### config.mk
export PLATFORM = sky130hd
export DESIGN_NAME = clock_period_meter
export DESIGN_NICKNAME = d
export VERILOG_FILES = /design/src/rtl/clock_period_meter.sv
export SDC_FILE = /design/constraint.sdc
export NUM_CORES = 1
export LEC_CHECK = 0
export BUFFER_PORTS_ARGS = -buffer_cell sky130_fd_sc_hd__buf_4
export CORE_MARGIN = 2
export CORE_UTILIZATION = 40
export DETAILED_ROUTE_END_ITERATION = 6
export MAX_ROUTING_LAYER = met4
export PLACE_DENSITY = 0.6
export SLEW_MARGIN = 20
export SYNTH_ARGS = -nofsm -noshare
export SYNTH_HDL_FRONTEND = slang
export SYNTH_SLANG_ARGS = --single-unit
### constraint.sdc
create_clock -name clk -period 1.8 [get_ports clk]
set_clock_uncertainty 0.05 [all_clocks]
set_input_delay 0.18 -clock clk [delete_from_list [all_inputs] [get_ports clk]]
set_output_delay 0.18 -clock clk [all_outputs]
set_load 0.03 [all_outputs]
### src/rtl/clock_period_meter.sv
// Period and high-time meter for a slow asynchronous input, counted in local clk cycles.
// A synchronized rising edge closes each period and pulses valid with fresh results.
module clock_period_meter #(
  parameter int unsigned WIDTH = 16
) (
  input  logic             clk,
  input  logic             reset,
  input  logic             sig_in,
  input  logic             clr,
  output logic [WIDTH-1:0] period,
  output logic [WIDTH-1:0] high_time,
  output logic             valid,
  output logic             locked,
  output logic             overflow
);

  typedef enum logic [1:0] {
    WAIT_LOW,
    WAIT_RISE,
    MEASURE
  } state_t;

  localparam logic [WIDTH-1:0] CNT_MAX = '1;
  localparam logic [WIDTH-1:0] CNT_ONE = WIDTH'(1);

  logic s1, s2, s3;
  logic [1:0] sync_fill;
  logic rise, fall;

  state_t state, state_n;
  logic [WIDTH-1:0] cnt, cnt_n;
  logic [WIDTH-1:0] hi, hi_n;
  logic [WIDTH-1:0] period_n, high_n;
  logic valid_n, locked_n, overflow_n;

  // sync_fill marks when s2 holds a real sample rather than its reset value, so
  // WAIT_LOW cannot be satisfied by the cleared pipeline while sig_in is high.
  always_ff @(posedge clk or negedge reset) begin
    if (!reset) begin
      s1        <= 1'b0;
      s2        <= 1'b0;
      s3        <= 1'b0;
      sync_fill <= '0;
    end else begin
      s1        <= sig_in;
      s2        <= s1;
      s3        <= s2;
      sync_fill <= {sync_fill[0], 1'b1};
    end
  end

  assign rise = s2 & ~s3;
  assign fall = ~s2 & s3;

  always_ff @(posedge clk or negedge reset) begin
    if (!reset) begin
      state     <= WAIT_LOW;
      cnt       <= '0;
      hi        <= '0;
      period    <= '0;
      high_time <= '0;
      valid     <= 1'b0;
      locked    <= 1'b0;
      overflow  <= 1'b0;
    end else begin
      state     <= state_n;
      cnt       <= cnt_n;
      hi        <= hi_n;
      period    <= period_n;
      high_time <= high_n;
      valid     <= valid_n;
      locked    <= locked_n;
      overflow  <= overflow_n;
    end
  end

  always_comb begin
    state_n    = state;
    cnt_n      = cnt;
    hi_n       = hi;
    period_n   = period;
    high_n     = high_time;
    valid_n    = 1'b0;
    locked_n   = locked;
    overflow_n = overflow;
    if (clr) begin
      state_n    = WAIT_LOW;
      locked_n   = 1'b0;
      overflow_n = 1'b0;
    end else begin
      case (state)
        WAIT_LOW: begin
          if (sync_fill[1] && !s2) state_n = WAIT_RISE;
        end
        WAIT_RISE: begin
          if (rise) begin
            cnt_n   = CNT_ONE;
            hi_n    = '0;
            state_n = MEASURE;
          end
        end
        MEASURE: begin
          if (rise) begin
            period_n = cnt;
            high_n   = hi;
            valid_n  = 1'b1;
            locked_n = 1'b1;
            cnt_n    = CNT_ONE;
            hi_n     = '0;
          end else if (cnt == CNT_MAX) begin
            overflow_n = 1'b1;
            locked_n   = 1'b0;
            state_n    = WAIT_LOW;
          end else begin
            cnt_n = cnt + CNT_ONE;
            if (fall) hi_n = cnt;
          end
        end
        default: state_n = WAIT_LOW;
      endcase
    end
  end

endmodule

==> results.py, run 1 <==
metrics = {
    "timing": {
        "whs_ns": 0.124,
        "fin_setup_tns_ns": -1.90,
        "finalMaxSlewViolations": 0,
        "min_period_ns": 1.94,
        "fin_ws_ns": -0.143,
        "rsz0062_at_grt": "true",
        "finalCritPeriodShare_pct": 108,
        "finalHoldViolCount": 0,
        "setup_viol": 28,
        "fmax_ghz": 0.515,
    },
    "detailed_routing": {
        "via_per_inst": 5.07,
        "routed_wl_um": 7020,
        "drcViolationCount": 0,
        "drtIter0Drc": 85,
        "routedWlPerCell_um": 15.1,
        "ant_nets": 0,
        "drtPass1Iterations": 4,
        "vias": 2352,
    },
    "setup_path": {
        "crit_buf_inv": 1,
        "worstSetupEndpointType": "flop",
        "crit_type": "flop to flop",
        "cp.arrival_ns": 2.17,
        "path_cells": "ha_2 > nand4_1 > or4_4 > o21ai_4 > inv_4 > a31oi_1 > a41o_1",
        "cp_top_family": "simple AND/OR/NAND/NOR gates",
        "cp-start-kind": "flop",
        "cp_max_fo": 8,
        "crit_start": "cnt[0]",
        "reg2reg_from": "cnt[0]",
        "crit_slowest_cell": "or4_4",
        "critPathMaxStageDelay_ns": 0.51,
        "required_ns": 2.03,
        "r2r_slack_ns": -0.14,
    },
    "logic_synthesis": {
        "syn_inst": 276,
        "synth_cell_types": 42,
        "yosysWarningCount": 0,
        "synth-edff-count": 0,
        "synth-main-ff-cell": "dfrtp_1",
        "syn_area_um2": 3110,
        "syn-num-nets": 282,
        "synth_area_leaders": "dfrtp_1 (60%), mux2_2 (12%), nand2_1 (5.1%), o21ai_0 (3.2%), nand3_1 (1.9%)",
        "yosysTopAreaCell": "dfrtp_1",
        "syn_area_per_cell_um2": 11.3,
        "ys_seq_elements": 74,
        "yosysTopAreaCellShare_pct": 59.5,
        "synth-seq-area-share_pct": 59.5,
        "async_flop_share_pct": 100,
    },
    "final_layout": {
        "diodes": 0,
        "final_util_pct": 54.2,
        "syn_to_final_growth_pct": 33.3,
        "drive_gt1_share_pct": 42.8,
        "layout_commonest_cell": "buf_4",
        "layout.nets": 363,
        "num-fill-cells": 679,
        "final_cell_mix": "buf_4 (76), dfrtp_1 (74), nand2_1 (42)",
    },
    "placed_design": {
        "pre_cts_ws_ns": -0.115,
        "place.gp.congestion": 0.802,
        "io_buffers": 38,
        "hpwl_um": 5040,
    },
    "floorplanning": {
        "die_h_um": 92.2,
        "pin_count": 39,
        "die_area_um2": 8500,
        "num_rows": 32,
        "chipWidth_um": 92.2,
        "initial_core_util_pct": 40.7,
        "design.core.area_um2": 7650,
    },
    "status": {
        "violations": "setup timing",
        "status": "finished, violations left",
    },
    "power_and_ir_drop": {
        "power.density_nw_per_um2": 812,
        "power_leakage_nw": 1.99,
        "finalPower_w": 0.00337,
        "ir_worst_vdd_uv": 433,
    },
    "cts": {
        "htree_levels": 3,
        "cts.clk_slew.worst_paths_ns": 0.08,
        "cts_inserted_buffers": 9,
        "clock_latency_ns": 0.35,
        "cts_buffer_depth": 2,
        "clock-sinks": 74,
        "cts-root-buf": "clkbuf_8",
        "cts_tree": "built",
    },
    "run": {
        "cap_violations": 0,
    },
    "grt": {
        "grt_pass1_vias": 2257,
        "grtUsageTotal_pct": 17.7,
        "grt_pass1_wl_um": 11400,
        "antenna_found_initial": 0,
        "grt_max_degree": 47,
        "grt_overflow_total": 0,
    },
    "worst_hold_path": {
        "min_path_type": "input port to flop",
        "hold_start": "clr",
    },
}
metrics by stage:
| stage | std cells | instance area (um2) |
|---|---|---|
| 6_report | 464 | 4150 |
| 5_1_grt | 464 | 4150 |
| 4_1_cts | 463 | 4070 |
| 3_5_place_dp | 444 | 3810 |
| 3_3_place_gp | 444 | 3810 |
| 2_1_floorplan | 276 | 3130 |
metal layers:
layer  part of all wire, %  GRT usage, %
met5                     0             -
met4                   1.7          7.34
met3                   3.1          2.96
met2                    47          26.9
met1                    48          23.9
flip-flops by register name, indices dropped and copies added, names as in the netlist:
register   count
state          2
s2             1
high_time     16
cnt           16
sync_fill      2
s1             1
overflow       1
hi            16
locked         1
period        16
s3             1
valid          1
power breakdown:
part / leakage [nW] / switching (W) / internal [W]
combinational: 0.883 / 0.000200 / 0.000146
clock: 0.0990 / 0.000613 / 0.000636
sequential: 1.01 / 0.0000476 / 0.00173
total: 1.99 / 0.000860 / 0.00251
cell usage after synthesis, drive strengths merged, types with 2 or more instances:
library cell  count
dfrtp            74
nand2            42
mux2             32
o21ai            22
nor2             15
nand3            12
a21oi            10
buf               8
a31oi             5
clkbuf            5
inv               5
nor3              4
and3              3
nand4             3
xnor2             3
a211oi            2
a31o              2
and2              2
ha                2
nand3b            2
nor4              2
o211ai            2
o31ai             2
or3               2
or3b              2
path summary, 6_finish.rpt:
check | end | depth (start not counted)
max in group asynchronous | state[1] | 3
min in group asynchronous | high_time[5] | 2
min | overflow | 2
max | cnt[13] | 7
max reg2reg | cnt[13] | 7
min reg2reg | sync_fill[1] | 0
logic make-up after synthesis:
family / Yosys count / synth area share (%)
compound gates: 49 / 9.65
simple gates: 97 / 15.0
fa+ha+maj: 2 / 0.804
flops: 74 / 59.5
other cells: 1 / 0.121
buf+inv: 18 / 2.49
mux: 32 / 11.6
xor+xnor: 3 / 0.845
repair_timing:
action | in CTS | in global routing
pin swaps | 3 | 3
setup endpoints to repair | 28 | 65
buffers inserted | 1 | 1
gates resized for setup | 8 | 17
hold buffers | 2 | 0
hold endpoints to repair | 29 | 0
layout make-up:
cell class	count	area (um2)	share of cell area [%]
clock inverters	7	70.1	1.69
flip-flops and latches	74	1850	44.6
well taps	102	128	3.08
repair buffers	83	664	16.0
multi-input cells	184	1290	31.1
clock buffers	9	124	2.99
inverters	5	21.3	0.513
No activity file was read; power rests on OpenSTA's default activity.
==> inputs of run 2 (changes only) <==
Settings changed: ABC_AREA set to 1, CTS_BUF_LIST set to sky130_fd_sc_hd__clkbuf_8, PLACE_DENSITY 0.6 to 0.57.
Clock period 1.8 ns to 2 ns, I/O delays scaled along.
==> run 2 against run 1 <==
  * Cell count up 21%
  * Routed wire length rose by 4.6%
  * Critical endpoint is now hi[1]
  * Final area fell by 1.1%
  * The run now ends clean
  * Global-route usage is 0.35 points lower
  * Critical path type unchanged
  * Sequential share of layout area up 0.52 points
  * Clock-buffer cell count unchanged
  * Maximum frequency is 2.9% higher
  * Setup slack improved by 0.26 ns
==> results.py, run 2 <==
metrics = {
    "status": {
        "status": "complete, no violations",
    },
    "grt": {
        "grt_pass1_vias": 2703,
        "grt_max_degree": 65,
        "grt_pass1_wl_um": 12800,
        "antenna_found_initial": 0,
        "grtUsageTotal_pct": 17.4,
        "grt_overflow_total": 0,
    },
    "placed_design": {
        "placed_cells": 545,
        "pre_cts_ws_ns": 0.161,
        "place.gp.congestion": 0.897,
        "hpwl_um": 5290,
        "io_buffers": 38,
    },
    "power_and_ir_drop": {
        "internal-power_w": 0.00287,
        "ir_worst_vdd_uv": 571,
        "pwr-share-clk_pct": 26.3,
        "p_seq_share_pct": 45.8,
        "power.density_nw_per_um2": 1070,
        "combPwrFrac_pct": 27.9,
        "power_leakage_nw": 2.01,
        "p_switching_w": 0.00153,
        "swShare_pct": 34.8,
    },
    "setup_path": {
        "cp_max_fo": 19,
        "cp-start-kind": "flop",
        "required_ns": 2.24,
        "r2r_slack_ns": 0.11,
        "crit_type": "flop to flop",
        "cp.arrival_ns": 2.12,
        "r2r-end": "hi[1]",
        "reg2reg_from": "cnt[0]",
        "rr_worst_depth": 8,
        "worstSetupEndpointType": "flop",
    },
    "final_layout": {
        "layout_commonest_cell": "nand2_1",
        "layout.cells.non_filler": 563,
        "seqCellArea_um2": 1850,
        "multi_input_area_um2": 1310,
        "diodes": 0,
        "final_cell_mix": "nand2_1 (100), dfrtp_1 (74), inv_1 (51)",
        "final_util_pct": 49.7,
        "drive_gt1_share_pct": 22.7,
        "layout.nets": 459,
        "syn_to_final_growth_pct": 19.3,
        "num-fill-cells": 829,
    },
    "logic_synthesis": {
        "syn_area_per_cell_um2": 8.55,
        "syn_area_um2": 3440,
        "syn-num-nets": 408,
        "yosysTopAreaCellShare_pct": 53.9,
        "synth_cell_types": 28,
        "synthAdderAreaFrac_pct": 0.728,
        "synth_area_leaders": "dfrtp_1 (54%), nand2_1 (11%), o21ai_0 (6.1%), inv_1 (5.5%), nor2_1 (4.6%)",
        "yosysWarningCount": 0,
        "synth-compound-area-share_pct": 11.5,
        "yosysMostFrequentCell": "nand2_1",
        "synth_common_cells": "nand2_1 (101), dfrtp_1 (74), inv_1 (50), nor2_1 (42), o21ai_0 (42)",
        "ys_seq_elements": 74,
        "synth_xor_area_share_pct": 0.255,
        "synth_top_family_by_area": "simple AND/OR/NAND/NOR gates",
        "syn_inst": 402,
        "synth-edff-count": 0,
        "async_flop_share_pct": 100,
        "synth-main-ff-cell": "dfrtp_1",
        "yosysTopAreaCell": "dfrtp_1",
        "synthSimpleGateAreaFrac_pct": 25.5,
        "synth-seq-area-share_pct": 53.9,
        "muxShareOfSynthArea_pct": 0,
    },
    "floorplanning": {
        "initial_core_util_pct": 41.6,
        "die_h_um": 96.7,
        "chipWidth_um": 96.7,
        "num_rows": 33,
        "die_area_um2": 9350,
        "design.core.area_um2": 8260,
        "pin_count": 39,
    },
    "timing": {
        "setup_viol": 0,
        "fmax_ghz": 0.530,
        "finalHoldViolCount": 0,
        "slew_headroom_pct": 52.2,
        "min_period_ns": 1.89,
        "finalMaxSlewViolations": 0,
        "finalCritPeriodShare_pct": 94.4,
        "fin_ws_ns": 0.112,
        "whs_ns": 0.0129,
        "tightest_slew_ns": 0.717,
        "rsz0062_at_grt": "false",
        "fin_setup_tns_ns": 0,
    },
    "cts": {
        "htree_levels": 3,
        "clock-sinks": 74,
        "cts_inserted_buffers": 9,
        "clock_latency_ns": 0.35,
        "cts.clk_slew.worst_paths_ns": 0.08,
        "cts_tree": "built",
        "cts_buffer_depth": 2,
        "cts-root-buf": "clkbuf_8",
    },
    "detailed_routing": {
        "drcViolationCount": 0,
        "ant_nets": 0,
        "drtIter0Drc": 125,
        "via_per_inst": 4.71,
        "drtPass1Iterations": 4,
        "routedWlPerCell_um": 13.0,
        "vias": 2649,
        "routed_wl_um": 7340,
    },
    "worst_hold_path": {
        "hold_start": "clr",
        "min_path_type": "input port to flop",
        "worstHoldPathCells": 2,
        "whs_endpoint": "overflow",
    },
    "run": {
        "cap_violations": 0,
    },
}
==> run 2: cell count changes in the layout (fill, tap and decap cells not counted), moves of 6 or more <==
| cell | change |
|---|---|
| nand4_1 | +6 |
| buf_4 | -27 |
| o21ai_2 | +14 |
| nor2_1 | +30 |
| nand2_2 | +9 |
| nand2_1 | +58 |
| inv_1 | +47 |
| o21ai_0 | +24 |
| mux2_2 | -32 |
| nand3_1 | +12 |
==> run 2: per-stage QoR <==
step / total power (W) / area (um2)
2_1_floorplan: 0.00286 / 3440
3_3_place_gp: 0.00327 / 3890
3_5_place_dp: 0.00330 / 3890
4_1_cts: 0.00447 / 4100
5_1_grt: 0.00468 / 4100
6_report: 0.00441 / 4100
==> run 2: final cells by class <==
| class | instances | share of cell area (%) |
|---|---|---|
| Clock buffer | 9 | 3.02 |
| Clock inverter | 7 | 1.71 |
| Inverter | 54 | 4.94 |
| Multi-Input combinational cell | 262 | 32.0 |
| Sequential cell | 74 | 45.2 |
| Tap cell | 105 | 3.20 |
| Timing Repair Buffer | 52 | 9.95 |
==> run 2: power groups by stage <==
stage / clock network (W) / logic (W) / registers [W]
2_1_floorplan: 0 / 0.000582 / 0.00228
3_3_place_gp: 0 / 0.00123 / 0.00204
3_5_place_dp: 0 / 0.00125 / 0.00205
4_1_cts: 0.00120 / 0.00126 / 0.00202
5_1_grt: 0.00126 / 0.00136 / 0.00205
6_report: 0.00116 / 0.00123 / 0.00202
==> run 2: cells by family after synthesis <==
kind of cell | Yosys count
compound gates | 64
xor+xnor | 1
other cells | 1
simple gates | 194
fa+ha+maj | 2
flops | 74
buf+inv | 66
==> run 2: critical path: stages, from the launching register on <==
cell,delay [ns]
dfrtp_1,0.38
ha_1,0.28
nand3_1,0.17
nor2_2,0.21
nand3_4,0.17
nand2_8,0.18
nor2_8,0.08
buf_4,0.19
o21ai_2,0.10
==> run 2: timing repair <==
item	4_1_cts	5_1_grt
gates resized for setup	0	0
setup buffers	0	0
setup endpoints to repair	0	0
endpoints found under the hold margin	57	0
hold buffers	2	0
==> run 2: layer usage <==
layer | vias up | track usage (%) | wire (um)
met5 | - | - | 0
met4 | 0 | 6.83 | 123
met3 | 17 | 3.83 | 300
met2 | 61 | 27.4 | 3440
met1 | 1205 | 22.0 | 3480
li1 | 1366 | - | -
==> run 2: worst max path at each step <==
stage | slack [ns] | end | cells past startpoint | start
after floorplan | 0.35 | high_time[11] | 8 | s2
after CTS | 0.12 | hi[6] | 8 | cnt[0]
after detailed placement | 0.16 | hi[6] | 8 | cnt[0]
after global placement | 0.21 | hi[5] | 8 | cnt[0]
after global routing | 0.001 | hi[10] | 8 | cnt[0]
final | 0.11 | hi[1] | 8 | cnt[0]
==> inputs of run 3 (changes only) <==
Settings changed: ABC_AREA 1 to 0, CORE_UTILIZATION 40 to 33, PLACE_DENSITY 0.57 to 0.49.
==> run 3 against run 2 <==
  * Via count fell by 15%
  * Global-route usage fell by 2.2 points
  * Worst hold slack better by 0.083 ns
  * First-iteration DRC count decreased by 27%
  * Register-to-register slack worse by 0.02 ns
  * Setup slack got worse by 0.016 ns
  * Critical path depth fell by 2
  * Die area rose by 9.2%
  * Clock-buffer cell count rose by 2
  * Core utilization is 6.0 points lower
  * Maximum frequency down 0.86%
  * Combinational power fell by 77%
  * Critical endpoint is now hi[14]
  * Largest cell class unchanged
==> results.py, run 3 (same netlist as run 1, synthesis figures left out) <==
metrics = {
    "floorplanning": {
        "die_area_um2": 10200,
        "num_rows": 35,
        "die_h_um": 101,
        "pin_count": 39,
        "initial_core_util_pct": 33.8,
        "chipWidth_um": 101,
        "design.core.area_um2": 9200,
    },
    "final_layout": {
        "final_util_pct": 43.7,
        "drive_gt1_share_pct": 37.3,
        "layout.nets": 352,
        "layout_commonest_cell": "dfrtp_1",
        "syn_to_final_growth_pct": 29.2,
        "diodes": 0,
        "num-fill-cells": 882,
        "layout.cells.non_filler": 462,
        "final_cell_mix": "dfrtp_1 (74), buf_4 (67), nand2_1 (42)",
    },
    "power_and_ir_drop": {
        "power.density_nw_per_um2": 768,
        "ir_worst_vdd_uv": 430,
        "power_leakage_nw": 1.92,
    },
    "timing": {
        "finalMaxSlewViolations": 0,
        "rsz0062_at_grt": "true",
        "slew_headroom_pct": 59.5,
        "min_period_ns": 1.90,
        "finalHoldViolCount": 0,
        "setup_viol": 0,
        "fmax_ghz": 0.525,
        "tightest_slew_ns": 0.605,
        "finalCritPeriodShare_pct": 95.2,
    },
    "setup_path": {
        "rr_worst_depth": 6,
        "r2r_slack_ns": 0.1,
        "cp_max_fo": 30,
        "r2r-end": "hi[14]",
        "worstSetupEndpointType": "flop",
        "required_ns": 2.22,
        "cp-start-kind": "flop",
        "reg2reg_from": "s2",
        "crit_type": "flop to flop",
        "cp.arrival_ns": 2.12,
    },
    "placed_design": {
        "io_buffers": 38,
        "place.gp.congestion": 0.869,
        "hpwl_um": 4820,
        "placed_cells": 442,
    },
    "detailed_routing": {
        "ant_nets": 0,
        "vias": 2241,
        "drtIter0Drc": 91,
        "routed_wl_um": 6630,
        "drtPass1Iterations": 4,
        "routedWlPerCell_um": 14.4,
        "drcViolationCount": 0,
        "via_per_inst": 4.85,
    },
    "status": {
        "status": "complete, no violations",
    },
    "cts": {
        "cts-root-buf": "clkbuf_8",
        "cts_buffer_depth": 2,
        "clock_latency_ns": 0.35,
        "cts_inserted_buffers": 9,
        "cts.clk_slew.worst_paths_ns": 0.08,
        "cts_tree": "built",
        "clock-sinks": 74,
        "htree_levels": 3,
    },
    "grt": {
        "grt_overflow_total": 0,
        "grt_max_degree": 39,
        "antenna_found_initial": 0,
        "grtUsageTotal_pct": 15.2,
        "grt_pass1_vias": 2247,
        "grt_pass1_wl_um": 11500,
    },
    "worst_hold_path": {
        "hold_start": "clr",
        "min_path_type": "input port to flop",
        "whs_endpoint": "locked",
        "worstHoldPathCells": 2,
    },
    "run": {
        "cap_violations": 0,
    },
}
## run 3: cell count changes in the layout (fill, tap and decap cells not counted), sizes merged, moves of 6 or more
cell,change
nor2,-34
buf,+20
o21ai,-38
mux2,+32
nand3,-11
nand2,-68
a21oi,+7
nand4,-6
inv,-50
## run 3: repair_timing
| item | CTS | global route |
|---|---|---|
| setup buffers | 0 | 2 |
| endpoints found under the setup margin | 1 | 26 |
| hold buffers | 2 | 0 |
| gates resized for setup | 1 | 5 |
| endpoints found under the hold margin | 37 | 0 |
| pin swaps | 0 | 2 |
## run 3: metal layers
metal  GRT usage (%)  share of wire [%]  vias to the layer above
li1                -                  -                     1118
met1            19.9                 50                     1081
met4            4.89                1.2                        0
met2            22.5                 46                       33
met5               -                  0                        -
met3            4.72                3.5                        9
## run 3: worst max-delay path: stages (launching register included)
cell     delay (ns)
dfrtp_1        0.39
ha_1           0.28
or3b_2         0.46
a21oi_2        0.15
o21ai_1        0.11
buf_12         0.18
o31ai_2        0.20
## run 3: cell type report
cell class                      count  area (um2)  share of cell area (%)
Sequential cell                    74        1850                    46.1
Multi-Input combinational cell    184        1210                    30.1
Timing Repair Buffer               72         583                    14.5
Clock buffer                       11         151                    3.77
Tap cell                          111         139                    3.46
Clock inverter                      5        61.3                    1.53
Inverter                            5        21.3                   0.529
## run 3: how the worst max path moves through the flow
stage / from / endpoint / depth (start not counted)
floorplan: cnt[0] / cnt[2] / 6
global placement: s2 / hi[14] / 6
detailed placement: s2 / hi[14] / 6
CTS: cnt[0] / hi[11] / 6
global route: s2 / hi[14] / 6
finish: s2 / hi[14] / 6
## run 3: stage by stage
step	total power (W)	setup slack, ns	hold slack [ns]	setup TNS, ns	area (um2)
2_1_floorplan	0.00175	0.00228	-0.146	0	3110
3_3_place_gp	0.00190	0.00376	0.162	0	3750
3_5_place_dp	0.00190	-0.00774	0.166	-0.00774	3750
4_1_cts	0.00313	0.0185	0.0793	0	3980
5_1_grt	0.00324	-0.0277	0.0854	-0.0849	4020
6_report	0.00309	0.0958	0.0958	0	4020
## run 3: power by group
part | total (W) | switching (W) | internal [W]
Combinational | 0.000284 | 0.000170 | 0.000114
Clock | 0.00121 | 0.000563 | 0.000648
Sequential | 0.00159 | 0.0000364 | 0.00155
